<file path="config.mk">
export PLATFORM = sky130hd
export DESIGN_NAME = branch_outcome_queue
export DESIGN_NICKNAME = d
export VERILOG_FILES = /design/src/rtl/branch_outcome_queue.sv
export SDC_FILE = /design/constraint.sdc
export NUM_CORES = 1
export LEC_CHECK = 0
export CAP_MARGIN = 20
export CELL_PAD_IN_SITES_DETAIL_PLACEMENT = 1
export CELL_PAD_IN_SITES_GLOBAL_PLACEMENT = 1
export CORE_AREA = 2 2 121 123
export CTS_BUF_LIST = sky130_fd_sc_hd__clkbuf_4 sky130_fd_sc_hd__clkbuf_8
export DETAILED_ROUTE_END_ITERATION = 10
export DIE_AREA = 0 0 123 125
export PLACE_DENSITY = 0.84
export SLEW_MARGIN = 10
export SYNTH_ARGS = -nofsm -noshare
export SYNTH_HDL_FRONTEND = slang
export SYNTH_SLANG_ARGS = --single-unit
</file>
<file path="constraint.sdc">
create_clock -name clk -period 5.87 [get_ports clk]
set_clock_uncertainty 0.1 [all_clocks]
set_input_delay 1.174 -clock clk [delete_from_list [all_inputs] [get_ports clk]]
set_output_delay 1.174 -clock clk [all_outputs]
set_load 0.02 [all_outputs]
</file>
<file path="src/rtl/branch_outcome_queue.sv">
// In-order tracking queue for in-flight predicted conditional branches.
// Entries are allocated by fetch, resolved out of order by execute, and retired in program order.
module branch_outcome_queue #(
  parameter int DEPTH = 8,
  parameter int IDXW  = 10,
  parameter int TAGW  = $clog2(DEPTH)
) (
  input  logic            clk,
  input  logic            reset,
  input  logic            alloc_valid,
  input  logic [IDXW-1:0] alloc_idx,
  input  logic            alloc_pred,
  output logic            alloc_ready,
  output logic [TAGW-1:0] alloc_tag,
  input  logic            res_valid,
  input  logic [TAGW-1:0] res_tag,
  input  logic            res_taken,
  output logic            upd_valid,
  output logic [IDXW-1:0] upd_idx,
  output logic            upd_taken,
  output logic            mispredict,
  output logic [TAGW:0]   count
);

  localparam logic [TAGW:0]   CNT_ONE  = (TAGW+1)'(1);
  localparam logic [TAGW:0]   CNT_ZERO = '0;
  localparam logic [TAGW:0]   CNT_FULL = (TAGW+1)'(DEPTH);
  localparam logic [TAGW-1:0] TAG_ONE  = TAGW'(1);

  logic [DEPTH-1:0] ent_valid;
  logic [DEPTH-1:0] ent_done;
  logic [DEPTH-1:0] ent_pred;
  logic [DEPTH-1:0] ent_taken;
  logic [IDXW-1:0]  ent_idx [DEPTH];

  logic [TAGW-1:0] head;
  logic [TAGW-1:0] tail;

  logic            retire;
  logic            res_ok;
  logic            mis;
  logic            alloc_ok;
  logic [TAGW-1:0] res_dist;
  logic [TAGW:0]   count_n;
  logic [DEPTH-1:0] younger;

  // Retire looks only at registered done bits, so a resolve to the head retires one edge later.
  always_comb begin
    retire   = ent_valid[head] & ent_done[head];
    res_ok   = res_valid & ent_valid[res_tag] & ~ent_done[res_tag];
    mis      = res_ok & (res_taken != ent_pred[res_tag]);
    alloc_ok = alloc_valid & alloc_ready & ~mis;
    res_dist = res_tag - head;
    if (mis) begin
      count_n = {1'b0, res_dist} + CNT_ONE - (retire ? CNT_ONE : CNT_ZERO);
    end else begin
      count_n = count + (alloc_ok ? CNT_ONE : CNT_ZERO) - (retire ? CNT_ONE : CNT_ZERO);
    end
    younger = '0;
    for (int i = 0; i < DEPTH; i++) begin
      younger[i] = (TAGW'(i) - head) > res_dist;
    end
  end

  assign alloc_tag = tail;

  always_ff @(posedge clk or posedge reset) begin
    if (reset) begin
      ent_valid   <= '0;
      ent_done    <= '0;
      ent_pred    <= '0;
      ent_taken   <= '0;
      for (int i = 0; i < DEPTH; i++) begin
        ent_idx[i] <= '0;
      end
      head        <= '0;
      tail        <= '0;
      count       <= '0;
      alloc_ready <= 1'b1;
      upd_valid   <= 1'b0;
      upd_idx     <= '0;
      upd_taken   <= 1'b0;
      mispredict  <= 1'b0;
    end else begin
      if (alloc_ok) begin
        ent_valid[tail] <= 1'b1;
        ent_done[tail]  <= 1'b0;
        ent_pred[tail]  <= alloc_pred;
        ent_idx[tail]   <= alloc_idx;
      end
      if (res_ok) begin
        ent_done[res_tag]  <= 1'b1;
        ent_taken[res_tag] <= res_taken;
      end
      if (mis) begin
        for (int i = 0; i < DEPTH; i++) begin
          if (younger[i]) ent_valid[i] <= 1'b0;
        end
      end
      if (retire) begin
        ent_valid[head] <= 1'b0;
        head            <= head + TAG_ONE;
        upd_idx         <= ent_idx[head];
        upd_taken       <= ent_taken[head];
      end
      if (mis) tail <= res_tag + TAG_ONE;
      else if (alloc_ok) tail <= tail + TAG_ONE;
      count       <= count_n;
      alloc_ready <= (count_n != CNT_FULL);
      upd_valid   <= retire;
      mispredict  <= mis;
    end
  end

endmodule
</file>
==> summary.md <==
| Metric | Value |
|---|---|
| # setup viols final | 0 |
| Crit. End Element | flop |
| Number of max-cap violations | 0 |
| Later-pin clock latency in the skew report | 470 ps |
| Post-Synthesis Net Count | 608 |
| Syn avg cell area | 12.61 um2 |
| Max_slew headroom | 0.4097 |
| Status | finished, final reports clean |
| CP Launch Point | res_tag[2] |
| CTS Buffer Depth | 2 |
| Final Cycle Share | 0.7334 |
| Area of the multi-input gates | 3352 um2 |
| Final Hold Viols | 0 |
| Maximum vdd ir drop | approximately 0.25 mV |
| Pin count of the biggest net entering global routing | 70 |
| Via/cell ratio | 6.116 |
| FF+latch count, synth | around 140 |
| Root Buffer | clkbuf_8 |
| Die Height | around 130 um |
| Hpwl dp | 12340 um |
| Critical path class | in2reg |
| TritonCTS clock tree | done |
| CP required | 6150 ps |
| Initial antenna violation count | 0 |
| HP Class | reg2reg |
| Min Clock Period, post-route | 4305 ps |
| Avg WL per Cell | ~24 um |
| Storage cell area | 3406 um2 |
| Final Util | 0.5607 |
| Slew at the pin closest to its max-slew limit | ~900 ps |
| Lkg Pwr | 3.476 nW |
| Crit path max fanout | 18 |
| First-pass GRT wire length | 30530 um |
| Commonest non-fill, non-tap cell in the layout | dfrtp_1 |
| Overall routing resource usage | 0.2694 |
| FMAX | 0.2323 GHz |
| DRC violations left | 0 |
| Full die area | approximately 15000 um2 |
| Cell Area, Synth | 7035 um2 |
| Post-route total power | about 5 mW |
| PnR worst setup slack | approximately 1600 ps |
| Critical path, cell by cell | clkdlybuf4s50_1 > buf_4 > mux2_2 > o21ai_0 > nor4_2 > nand4_2 > nand2_1 > ha_1 > inv_1 > ha_1 > inv_1 > fa_1 > xnor2_1 > nor3b_1 > a31oi_1 |
| 1st-pass router iterations | 4 |
| Max H-tree Level | 4 |
| Crit path DAT | 4590 ps |
| Share of the synthesized area in the top cell type | 0.4802 |
| Post-CTS Setup Inserts | 0 |
| Final-stage net count | 647 |
| Worst slack, placed | 1145 ps |
| Most frequent cells in the layout | dfrtp_1, mux2_2, nand2_1, clkdlybuf4s50_1, ha_1 |
| Worst-path clk slew | around 70 ps |
| Antenna Nets Post-Route | 0 |
| Total CTS buffers | 17 |
| Vias in the first global route | 5505 |
| Post-Syn Instances | 558 |
| Setup TNS Final | 0 ps |
| Sink Count | 136 |
| Non-Filler Instances | 793 |
| Post-synth top area cell | dfrtp_1 |
| Core area | 14200 um2 |
| Top Ports | 40 |
| Post-synth EDFFs | 0 |
| Synth top area cells | dfrtp_1, mux2_2, mux4_2, ha_1, mux2_4 |
| Initial core utilization | 0.4953 |
| Ys flop type | dfrtp_1 |
| Die width | between 100 and 150 um |
| Setup crit start kind | input port |
| Post-Route WL | 18920 um |
| DRT iter0 DRCs | 340 |
| Layout cells sized above 1 | 0.2923 |
| Power per cell area | 626.4 nW/um2 |
| Post-CTS Resized | 0 |
| Placed cell count | 762 |
| FP Rows | 44 |
| Yosys Warn Count | 0 |
| Slowest stage cell, crit path | clkdlybuf4s50_1 |
| Max-slew violations | 0 |
| Hold Buf Count CTS | 0 |
| Asr flop ratio synth | 1.000 |
| CP peak stage delay | 770 ps |
| Fillers | between 1000 and 1500 |
| RR Startpoint | head[0]$_DFFE_PP0N_ |
| Vias | 4850 |
| RSZ-0062 raised after global routing | no |
| P&R area growth vs syn | 13.20% |
| Sequential area share after synthesis | 0.4839 |
| Grt ovf | 0 |
| # port buffers | 39 |
| Placer congestion estimate | 0.8929 |
| Count of cell types in the netlist | between 40 and 50 |
| Min-delay src | ent_idx[53]$_DFFE_PP0P_ |
| Ant diodes | 0 |
## registers in the layout, indices dropped and copies added, names as in the netlist
register / flops
upd_valid: 1
ent_valid: 8
upd_idx: 10
ent_idx: 80
count: 4
head: 3
ent_pred: 8
ent_done: 8
upd_taken: 1
ent_taken: 8
alloc_ready: 1
alloc_tag: 3
mispredict: 1
## worst paths after layout
path	end	slack (ps)	cells past startpoint
min in group asynchronous	ent_idx[1]$_DFFE_PP0P_	1160	2
setup / recovery	alloc_ready$_DFF_PP1_	1560	15
hold reg to reg	ent_idx[53]$_DFFE_PP0P_	400	1
max in group asynchronous	head[0]$_DFFE_PP0N_	3600	3
setup reg to reg	ent_valid[5]$_DFF_PP0_	2140	12
hold / removal	ent_idx[53]$_DFFE_PP0P_	400	1
## routing by layer
metal | up-vias | track usage | part of all wire
li1 | 2090 | - | -
met1 | 2527 | 0.3370 | 0.40
met2 | 165 | 0.4475 | 0.52
met3 | 68 | 0.05794 | 0.047
met4 | 0 | 0.1203 | 0.039
met5 | - | 0 | 0
## Yosys cell counts, types with 4 or more instances
cell type	n
o21ai_0	24
xnor2_1	8
a21oi_1	10
a32oi_1	4
mux2_4	19
nor2b_1	8
a21o_1	5
a31oi_1	13
nand3_1	15
xor2_1	4
mux2_2	84
clkbuf_1	10
buf_1	4
a22oi_1	4
dfrtp_1	135
ha_1	29
buf_4	6
nor3_1	8
mux2i_1	5
nand2_1	39
buf_6	5
inv_1	24
nand3b_1	5
mux4_2	23
nor2_1	27
buf_2	7
## cell families (layout without fill, tap and decap cells)
kind of cell | after synthesis | after routing | synth area share
flip-flops | 136 | 136 | 0.4839
multiplexers | 131 | 131 | 0.2557
AND/OR/NAND/NOR | 122 | 122 | 0.08697
AO/OA/AOI/OAI | 70 | 70 | 0.06154
buffers and inverters | 56 | 107 | 0.03966
adder cells (fa/ha/maj) | 31 | 31 | 0.05727
XOR/XNOR | 12 | 12 | 0.01494
## per-stage QoR
stage / area, um2 / hold slack, ps
floorplan: 7036 / 370.2
global placement: 7581 / 381.5
detailed placement: 7581 / 390.1
CTS: 7964 / 407.2
global route: 7964 / 417.2
finish: 7964 / 401.8
## layout make-up
class,count,area share
clock inverters,10,0.01178
flip-flops and latches,136,0.4277
inverters,24,0.01163
well taps,184,0.02891
clock buffers,21,0.03629
multi-input cells,366,0.4209
repair buffers,52,0.06284
## critical path, delay by kind of cell
family | cells | cell delay, ps
mux | 1 | 390
buf+inv | 4 | 1230
simple gates | 4 | 340
fa+ha+maj | 3 | 840
xor+xnor | 1 | 230
compound gates | 2 | 390
## report_power, final
group	switching [mW]	internal (mW)	leakage, nW
Combinational	1.23	1.23	1.65
Sequential	0.355	1.41	1.63
Clock	0.379	0.377	0.190
Total	1.97	3.02	3.48
Power figures use the tool's default switching activity.
